==> config.mk <==
export PLATFORM = sky130hd
export DESIGN_NAME = rtermcal_ctrl
export DESIGN_NICKNAME = d
export VERILOG_FILES = /design/src/rtl/rtermcal_pkg.sv /design/src/rtl/rtermcal_vote.sv /design/src/rtl/rtermcal_ctrl.sv
export SDC_FILE = /design/constraint.sdc
export NUM_CORES = 1
export LEC_CHECK = 0
export ABC_AREA = 1
export CAP_MARGIN = 20
export CORE_MARGIN = 2
export CORE_UTILIZATION = 45
export DETAILED_ROUTE_END_ITERATION = 16
export PLACE_DENSITY = 0.68
export SYNTH_ARGS = -nofsm -noshare
export SYNTH_HDL_FRONTEND = slang
export SYNTH_HIERARCHICAL = 1
export SYNTH_SLANG_ARGS = --single-unit
==> constraint.sdc <==
create_clock -name clk -period 2.7 [get_ports clk]
set_input_delay 0.27 -clock clk [delete_from_list [all_inputs] [get_ports clk]]
set_output_delay 0.27 -clock clk [all_outputs]
set_load 0.01 [all_outputs]
==> src/rtl/rtermcal_pkg.sv <==
// Shared types and encodings for the RTERMCAL calibration controller.
// No logic; imported by the controller and its vote sub-module.
package rtermcal_pkg;

    localparam int SG_BITS = 15;
    localparam int LV_BITS = 4;
    localparam int SAMPLES = 3;

    localparam logic [1:0] MODE_OFF  = 2'b00;
    localparam logic [1:0] MODE_SGIO = 2'b01;
    localparam logic [1:0] MODE_LVDS = 2'b10;

    typedef enum logic [2:0] {
        ST_IDLE      = 3'd0,
        ST_SG_SETTLE = 3'd1,
        ST_SG_SAMPLE = 3'd2,
        ST_LV_SETTLE = 3'd3,
        ST_LV_SAMPLE = 3'd4,
        ST_DONE      = 3'd5
    } state_t;

    // Thermometer code with the n lowest bits set.
    function automatic logic [SG_BITS-1:0] therm(input logic [3:0] n);
        return SG_BITS'((16'd1 << n) - 16'd1);
    endfunction

endpackage

==> src/rtl/rtermcal_vote.sv <==
// Synchronises the cell comparator and takes a 3-sample majority vote.
// Latency: 2-cycle synchroniser; vote is combinational on the third captured sample.
// Backpressure: none; samples are taken whenever capture is high.
module rtermcal_vote
    import rtermcal_pkg::*;
(
    input  logic       clk,
    input  logic       rst_n,
    input  logic [1:0] result,
    input  logic       sel,
    input  logic       clr,
    input  logic       capture,
    output logic       vote
);

    logic [1:0] sync1;
    logic [1:0] sync2;
    logic [SAMPLES-2:0] hist;
    logic       cur;

    assign cur = sel ? sync2[1] : sync2[0];

    always_ff @(posedge clk or negedge rst_n) begin
        if (!rst_n) begin
            sync1 <= 2'b00;
            sync2 <= 2'b00;
            hist  <= '0;
        end else begin
            sync1 <= result;
            sync2 <= sync1;
            if (clr) begin
                hist <= '0;
            end else if (capture) begin
                hist <= {hist[0], cur};
            end
        end
    end

    // Two earlier samples are held; the third is the live synchronised bit.
    assign vote = (hist[1] & hist[0]) | (hist[1] & cur) | (hist[0] & cur);

endmodule

==> src/rtl/rtermcal_ctrl.sv <==
// Calibrates RTERMCAL: linear SGIO thermometer sweep, then 4-bit LVDS SAR search.
// Latency: (SETTLE_CYCLES+3) cycles per step; DONE one cycle after the final decision.
// Backpressure: START ignored while busy; results held until the next accepted START.
module rtermcal_ctrl
    import rtermcal_pkg::*;
#(
    parameter int SETTLE_CYCLES = 32,
    parameter int SETTLE_W      = 8
) (
    input  logic               clk,
    input  logic               rst_n,
    input  logic               start,
    input  logic [1:0]         result,
    output logic [1:0]         mode,
    output logic [SG_BITS:1]   d_iosg,
    output logic [LV_BITS-1:0] d_lvds,
    output logic [3:0]         code_sgio,
    output logic               busy,
    output logic               done,
    output logic [1:0]         err
);

    if (SETTLE_CYCLES < 3) begin : g_bad_settle
        $error("SETTLE_CYCLES must be at least 3 to flush the synchroniser");
    end
    if (SETTLE_CYCLES > (2 ** SETTLE_W)) begin : g_bad_settle_w
        $error("SETTLE_W too narrow for SETTLE_CYCLES");
    end

    localparam logic [SETTLE_W-1:0] SETTLE_LOAD = SETTLE_W'(SETTLE_CYCLES - 1);
    localparam logic [1:0]          SAMP_LAST   = 2'(SAMPLES - 1);

    state_t              state;
    logic [SETTLE_W-1:0] settle_cnt;
    logic [1:0]          samp_cnt;
    logic [3:0]          k;
    logic [1:0]          sar_bit;
    logic                vote;
    logic                clr;
    logic                capture;
    logic [LV_BITS-1:0]  lv_kept;
    logic [LV_BITS-1:0]  lv_next;

    assign clr     = ((state == ST_SG_SETTLE) || (state == ST_LV_SETTLE)) && (settle_cnt == '0);
    assign capture = (state == ST_SG_SAMPLE) || (state == ST_LV_SAMPLE);

    rtermcal_vote u_vote (
        .clk     (clk),
        .rst_n   (rst_n),
        .result  (result),
        .sel     (state == ST_LV_SAMPLE),
        .clr     (clr),
        .capture (capture),
        .vote    (vote)
    );

    // A trip means the trial is too strong: drop the bit, then try the next lower one.
    always_comb begin
        lv_kept = vote ? (d_lvds & ~(4'b0001 << sar_bit)) : d_lvds;
        lv_next = lv_kept;
        if (sar_bit != 2'd0) begin
            lv_next = lv_kept | (4'b0001 << (sar_bit - 2'd1));
        end
    end

    always_ff @(posedge clk or negedge rst_n) begin
        if (!rst_n) begin
            state      <= ST_IDLE;
            settle_cnt <= '0;
            samp_cnt   <= 2'd0;
            k          <= 4'd0;
            sar_bit    <= 2'd0;
            mode       <= MODE_OFF;
            d_iosg     <= '0;
            d_lvds     <= '0;
            code_sgio  <= 4'd0;
            busy       <= 1'b0;
            done       <= 1'b0;
            err        <= 2'b00;
        end else begin
            case (state)
                ST_IDLE, ST_DONE: begin
                    if (start && !busy) begin
                        state      <= ST_SG_SETTLE;
                        settle_cnt <= SETTLE_LOAD;
                        k          <= 4'd0;
                        d_iosg     <= '0;
                        mode       <= MODE_SGIO;
                        d_lvds     <= '0;
                        busy       <= 1'b1;
                        done       <= 1'b0;
                        err        <= 2'b00;
                    end else if (state == ST_DONE) begin
                        mode <= MODE_OFF;
                        busy <= 1'b0;
                        done <= 1'b1;
                    end
                end
                ST_SG_SETTLE, ST_LV_SETTLE: begin
                    if (settle_cnt == '0) begin
                        state    <= (state == ST_SG_SETTLE) ? ST_SG_SAMPLE : ST_LV_SAMPLE;
                        samp_cnt <= 2'd0;
                    end else begin
                        settle_cnt <= settle_cnt - 1'b1;
                    end
                end
                ST_SG_SAMPLE: begin
                    if (samp_cnt == SAMP_LAST) begin
                        if (!vote && (k != 4'd15)) begin
                            k          <= k + 4'd1;
                            d_iosg     <= therm(k + 4'd1);
                            settle_cnt <= SETTLE_LOAD;
                            state      <= ST_SG_SETTLE;
                        end else begin
                            code_sgio  <= k;
                            err[0]     <= !vote;
                            mode       <= MODE_LVDS;
                            d_lvds     <= 4'b1000;
                            sar_bit    <= 2'd3;
                            settle_cnt <= SETTLE_LOAD;
                            state      <= ST_LV_SETTLE;
                        end
                    end else begin
                        samp_cnt <= samp_cnt + 2'd1;
                    end
                end
                ST_LV_SAMPLE: begin
                    if (samp_cnt == SAMP_LAST) begin
                        d_lvds <= lv_next;
                        if (sar_bit == 2'd0) begin
                            err[1] <= (lv_next == '0);
                            state  <= ST_DONE;
                        end else begin
                            sar_bit    <= sar_bit - 2'd1;
                            settle_cnt <= SETTLE_LOAD;
                            state      <= ST_LV_SETTLE;
                        end
                    end else begin
                        samp_cnt <= samp_cnt + 2'd1;
                    end
                end
                default: state <= ST_IDLE;
            endcase
        end
    end

endmodule

## Word level (Yosys, flattened, before mapping)

Index checks and enable logic that the tools add are counted.

| operators by class | value |
|---|---|
| shifts and indexed selects | 3 |
| reduce and logical (&&, ||, !) cells | 34 |
| bitwise gates (word level) | 9 |
| equality and inequality tests | 18 |
| add/subtract/negate cells | 5 |
| multiplexer cells | 55 |

Operators by type and width:

| kind | number |
|---|---|
| $mux 15 | 3 |
| $mux 8 | 5 |
| $mux 4 | 8 |
| $pmux 8 s4 | 1 |
| $pmux 15 s2 | 1 |
| $mux 2 | 14 |
| $reduce_and 4->1 | 5 |
| $mux 3 | 6 |
| $ne 2x2->1 const B | 8 |
| $shl 1x4->15 const A | 1 |
| $sub 15x1->15 const B | 1 |
| $reduce_bool 2->1 | 7 |
| $pmux 2 s2 | 3 |
| $pmux 3 s4 | 1 |
| $pmux 4 s3 | 1 |
| $reduce_and 5->1 | 2 |
| $mux 1 | 9 |
| $logic_not 8->1 | 1 |
| $pmux 4 s2 | 1 |
| $shl 1x2->4 const A | 2 |
| $sub 8x1->8 const B | 1 |
| $eq 3x2->1 const B | 2 |
| $eq 3x3->1 const B | 2 |
| $reduce_and 3->1 | 2 |
| 26 further kinds | 37 |

| word-level totals | value |
|---|---|
| register bits | 54 |
| output and inout bits | 29 |
| input bits | 5 |

## Depth between registers and ports, before layout

Gate-level depths: netlist (run 1).

| depth | value |
|---|---|
| depth in word-level cells | 12 |
| mapped depth | 16 |
| mapped depth without buffers | 16 |

## By module

Netlist (run 1), hierarchy kept.

By module, submodules not included:

| module | instances | cells each | area an instance (µm²) |
|---|---|---|---|
| rtermcal_ctrl | 1 | 406 | 3002.9 |
| rtermcal_vote | 1 | 23 | 217.7 |

## Least setup slack after synthesis (run 1)

No wires, ideal clock.

| timing path | value |
|---|---|
| kind | register -> register |
| start point | reg state[1] |
| end point | reg d_iosg[8] in the netlist's numbering |
| slack | 720 ps |
| cell stages (with the launch flop) | 17 |
| setup time | 76 ps |
| data arrival time | 1904 ps |
| path buffers | 1 |
| required time | 2624 ps |
| path through | dfrtp_1 > nor2_2 > nand2_2 > inv_1 > inv_1 > nand2_1 > nand3_1 > nand2_1 > inv_1 > inv_1 > o21ai_1 > nor2_4 > inv_2 > nor2_4 > buf_4 > nand2_1 > o21ai_1 |

| on the way | value |
|---|---|
| word-level cells in the longest chain between the ends | 9 |
| elaborated cells between the ends (all ways) | 18 |
| classes of those cells | 6 x eq/ne; 2 x mux; 4 x bitwise; 6 x reduce/logical |

Ends and longest elaborated chain:

| element | RTL line | RTL |
|---|---|---|
| start, declared | rtermcal_ctrl.sv:33 | `state_t state;` |
| start signal, assigned | rtermcal_ctrl.sv:101 | `state <= (state == ST_SG_SETTLE) ? ST_SG_SAMPLE : ST_LV_SAMPLE;` |
| $eq 3x3->1 * | rtermcal_ctrl.sv:51 | `.sel (state == ST_LV_SAMPLE),` |
| $mux 1 * | rtermcal_vote.sv:21 | `assign cur = sel ? sync2[1] : sync2[0];` |
| $and 1x1->1 | rtermcal_vote.sv:40 | `assign vote = (hist[1] & hist[0]) \| (hist[1] & cur) \| (hist[0] & cur);` |
| $or 1x1->1 | rtermcal_vote.sv:40 |  |
| $or 1x1->1 * | rtermcal_vote.sv:40 |  |
| net vote | rtermcal_ctrl.sv:38 | `logic vote;` |
| $logic_not 1->1 * | rtermcal_ctrl.sv:109 | `if (!vote && (k != 4'd15)) begin` |
| $logic_and 1x1->1 * | rtermcal_ctrl.sv:109 |  |
| $ne 2x1->1 (no line) * | - |  |
| $reduce_and 4->1 (no line) * | - |  |
| end signal, assigned | rtermcal_ctrl.sv:111 | `d_iosg <= therm(k + 4'd1);` |
| end, declared | rtermcal_ctrl.sv:15 | `output logic [SG_BITS:1] d_iosg,` |

Mark *: on every way through the listed nets, which the timed path passes. The rest lies on a longest branch.
A chain may end at the register's enable or synchronous reset.

## Final worst setup path (run 1)

| timing path | value |
|---|---|
| start point | reg state[1] |
| end point | reg d_iosg[4] in the netlist's numbering |

The elaborated chain is that of the path after synthesis.

==> summary.txt, run 1 <==
STA
  – Worst slew margin: 0.559
  – Tmin final: around 2.4 ns
  – Final worst path period share: 0.876
  – Clk_skew: about 0.013 ns
  – Final Hold Fails: 0
  – Slew Viols, Final: 0
  – Final setup fails: 0
  – Setup_tns: 0 ns
  – RSZ-0062 raised after global routing: false
  – Worst slew pin tran: 0.661 ns
  – Max Freq: 423 MHz

Clock tree
  – Reg clk slew, reported paths: roughly 0.10 ns
  – Hold buffer count at cts: 0
  – Clk sink count: 54
  – Clk_lat worst skew: around 0.31 ns
  – Root buf cell: clkbuf_8
  – CTS tree: yes
  – CTS Buf Count: 5
  – CTS H-tree lvls: 2
  – CTS Buffer Depth: 2

Setup path
  – Worst setup path start: state[1]
  – Crit path DAT: about 2.6 ns
  – RR Startpoint: state[1]
  – Critical path buffer and inverter count: 6
  – Worst Path Max Fanout: 12
  – Critical-path top delay cell: dfrtp_1
  – Most used cell, CP: inv_1
  – CP peak stage delay: 0.47 ns
  – FF-to-FF path depth: 16
  – CP Cell Sequence: nor2_2 -> nand2_2 -> inv_1 -> inv_1 -> nand2_1 -> nand3_1 -> nand2_1 -> inv_1 -> inv_1 -> o21ai_1 -> nor2_4 -> inv_2 -> nor2_4 -> buf_12 -> o21ai_0 -> o21ai_0
  – Worst path top cell family by delay: simple AND/OR/NAND/NOR gates
  – Critical Setup Path Class: flop to flop
  – Critical R2R Capture: d_iosg[4]
  – Crit. End Element: flop
  – Worst Setup Start Kind: flop
  – Critical Path RT: about 2.9 ns
  – R2r setup slk: around 0.33 ns

Placed design
  – DP HPWL: a little over 5000 um
  – GP Congestion: a little under 1
  – IO Port Bufs: 33

Layout
  – Nets: approximately 490
  – Fraction of layout cells with a size suffix above 1: 0.0789
  – Synth-to-layout area growth: 16.8%
  – ANT cells: 0
  – Fin util: 0.548
  – Fill cells: 659

Synthesis
  – Synth unique cells: 33
  – Syn avg cell area: around 7.5 um2
  – Yosys warns: 6
  – Synth Flop Type: dfrtp_1
  – Post-Syn Area: around 0.0032 mm2
  – Async SR Flop Fraction: 1.00
  – #FFs+latches synth: 54
  – Top cell type's share of synthesized area: 0.420
  – Synth Instances: ~430
  – Ranking of synthesized cells by area: dfrtp_1, nand2_1, inv_1
  – Post-synth top area cell: dfrtp_1
  – Register area share after synthesis: 0.420
  – EDFF count, synth: 0
  – Synth Net Count: roughly 450

Power
  – Sequential fraction of design power: 0.330
  – Sw frac: 0.465
  – Switching Power: between 1500 and 2000 uW
  – Pwr dens: 1010 mW/mm2
  – Internal power: around 2000 uW
  – Leakage: between 0.0015 and 0.002 uW
  – Maximum vdd drop: 0.395 mV
  – Combinational share of power: 0.552
  – Clock power frac: 0.118

Routing
  – Residual DRC: 0
  – Via-per-instance ratio: 4.97
  – Pre-antenna DRT Iters: 4
  – Drt wl/cell: 12.2 um
  – Antenna Nets Post-Route: 0
  – Via count: 2807
  – Routed WL: slightly below 7000 um
  – Initial drt markers: 134

Die
  – Core area: 0.00687 mm2
  – Die height: between 80 and 90 um
  – Row count: 30
  – DIE WIDTH: just under 90 um
  – I/O pin count: 34
  – Die footprint: ~0.0078 mm2
  – Initial Utilization: 0.469

Global routing
  – Vias in the first global route: about 2700
  – First-pass GRT wire length: approximately 12000 um
  – Total track usage: 0.193
  – Remaining Overflow, GRT: 0
  – Largest net degree at the start of global routing: 55
  – Initial antenna violation count: 0

Hold path
  – Hold/Removal Path Class: primary input to asynchronous set/reset pin

Job
  – Max-Cap Viols: 0

Status
  – Outcome: finished clean
[power groups by stage]
stage | Sequential (uW) | Clock [uW] | Combinational (uW)
final | 1260 | 449 | 2100
after global routing | 1290 | 498 | 2370
after CTS | 1260 | 465 | 2050
after detailed placement | 1270 | 0 | 2030
after global placement | 1260 | 0 | 2010
after floorplan | 1280 | 0 | 1450
[cell usage after synthesis (5+ instances only)]
cell type and instances:
nand2_1 114, inv_1 55, dfrtp_1 54, nor2_1 43, o21ai_0 38, nand3_1 27
a21oi_1 15, ha_1 13, o21ai_1 9, nand4_1 8, nor3_1 7, nand2_2 6
nand3_2 5, nor2_4 5, xor2_1 5
[per-layer routing]
| metal | GRT usage | wire (um) |
|---|---|---|
| met5 | 0 | 0 |
| met4 | 0.0441 | 65 |
| met3 | 0.0373 | 175 |
| met2 | 0.327 | 3230 |
| met1 | 0.256 | 3440 |
[sequential cells by signal, summed over array words and instances (netlist names)]
signal,count
busy,1
code_sgio,4
d_iosg,15
d_lvds,4
done,1
err,2
k,4
mode,2
samp_cnt,2
sar_bit,2
settle_cnt,8
state,3
u_vote/hist,2
u_vote/sync1,2
u_vote/sync2,2
[cells in the final DEF, fill, tap and decap left out, types with 2 or more instances in the layout]
| master | n |
|---|---|
| nand2_1 | 114 |
| inv_1 | 55 |
| dfrtp_1 | 54 |
| nor2_1 | 43 |
| o21ai_0 | 38 |
| clkdlybuf4s50_1 | 32 |
| nand3_1 | 27 |
| a21oi_1 | 15 |
| ha_1 | 13 |
| o21ai_1 | 9 |
| nand4_1 | 8 |
| nor3_1 | 7 |
| nand2_2 | 6 |
| nor2_4 | 5 |
| xor2_1 | 5 |
| clkbuf_8 | 5 |
| inv_2 | 4 |
| nand3_2 | 4 |
| buf_4 | 3 |
| nor2_2 | 2 |
| o22ai_1 | 2 |
[timing repair]
item / CTS / global route
setup endpoints to repair: 0 / 8
resized for setup: 0 / 1
setup buffers: 0 / 3
hold endpoints to repair: 0 / 0
[cell type report]
cell class / instances / area [um2] / area share
clock inverters: 2 / 13.8 / 0.00366
multi-input cells: 311 / 1620 / 0.429
repair buffers: 37 / 368 / 0.0978
inverters: 59 / 221 / 0.0589
well taps: 96 / 120 / 0.0319
flip-flops and latches: 54 / 1350 / 0.359
clock buffers: 6 / 72.6 / 0.0193
[logic make-up after synthesis]
| family | count (synthesis) | synth area share |
|---|---|---|
| flops | 54 | 0.420 |
| xor+xnor | 5 | 0.0136 |
| fa+ha+maj | 13 | 0.0505 |
| simple gates | 222 | 0.316 |
| compound gates | 71 | 0.119 |
| buf+inv | 64 | 0.0812 |
[through the flow]
stage	std cells	hold WS, ns	cell area (um2)	worst slack, ns	power, uW
finish	565	0.0663	3760	0.335	3800
detailed placement	554	0.335	3630	0.180	3300
global placement	554	0.337	3630	0.354	3270
floorplan	429	-0.0256	3220	0.720	2730
global route	565	0.139	3760	0.0698	4160
CTS	562	0.103	3720	0.159	3770
[how the worst max path moves through the flow]
stage | slack, ns | end | cells past startpoint
finish | 0.33 | d_iosg[4] | 16
global route | 0.07 | code_sgio[1] | 12
CTS | 0.16 | d_iosg[1] | 15
detailed placement | 0.18 | k[0] | 15
global placement | 0.35 | d_iosg[3] | 15
floorplan | 0.72 | d_iosg[8] | 16
(Power assumes the default switching activity.)
==> inputs of run 2 (changes only) <==
--- a/config.mk
+++ b/config.mk
@@ -10,7 +10,9 @@
 export CORE_MARGIN = 2
 export CORE_UTILIZATION = 45
 export DETAILED_ROUTE_END_ITERATION = 16
+export HOLD_SLACK_MARGIN = 0.02
 export PLACE_DENSITY = 0.68
+export SLEW_MARGIN = 20
 export SYNTH_ARGS = -nofsm -noshare
 export SYNTH_HDL_FRONTEND = slang
 export SYNTH_HIERARCHICAL = 1
==> results of run 2 <==
The final DEF is identical to that of run 1; final timing and power are the same.
==> inputs of run 3 (changes only) <==
--- a/config.mk
+++ b/config.mk
@@ -12,7 +12,7 @@
 export DETAILED_ROUTE_END_ITERATION = 16
 export HOLD_SLACK_MARGIN = 0.02
 export PLACE_DENSITY = 0.68
-export SLEW_MARGIN = 20
+export SLEW_MARGIN = 30
 export SYNTH_ARGS = -nofsm -noshare
 export SYNTH_HDL_FRONTEND = slang
 export SYNTH_HIERARCHICAL = 1
==> results of run 3 <==
The final DEF is identical to that of run 1; final timing and power are the same.
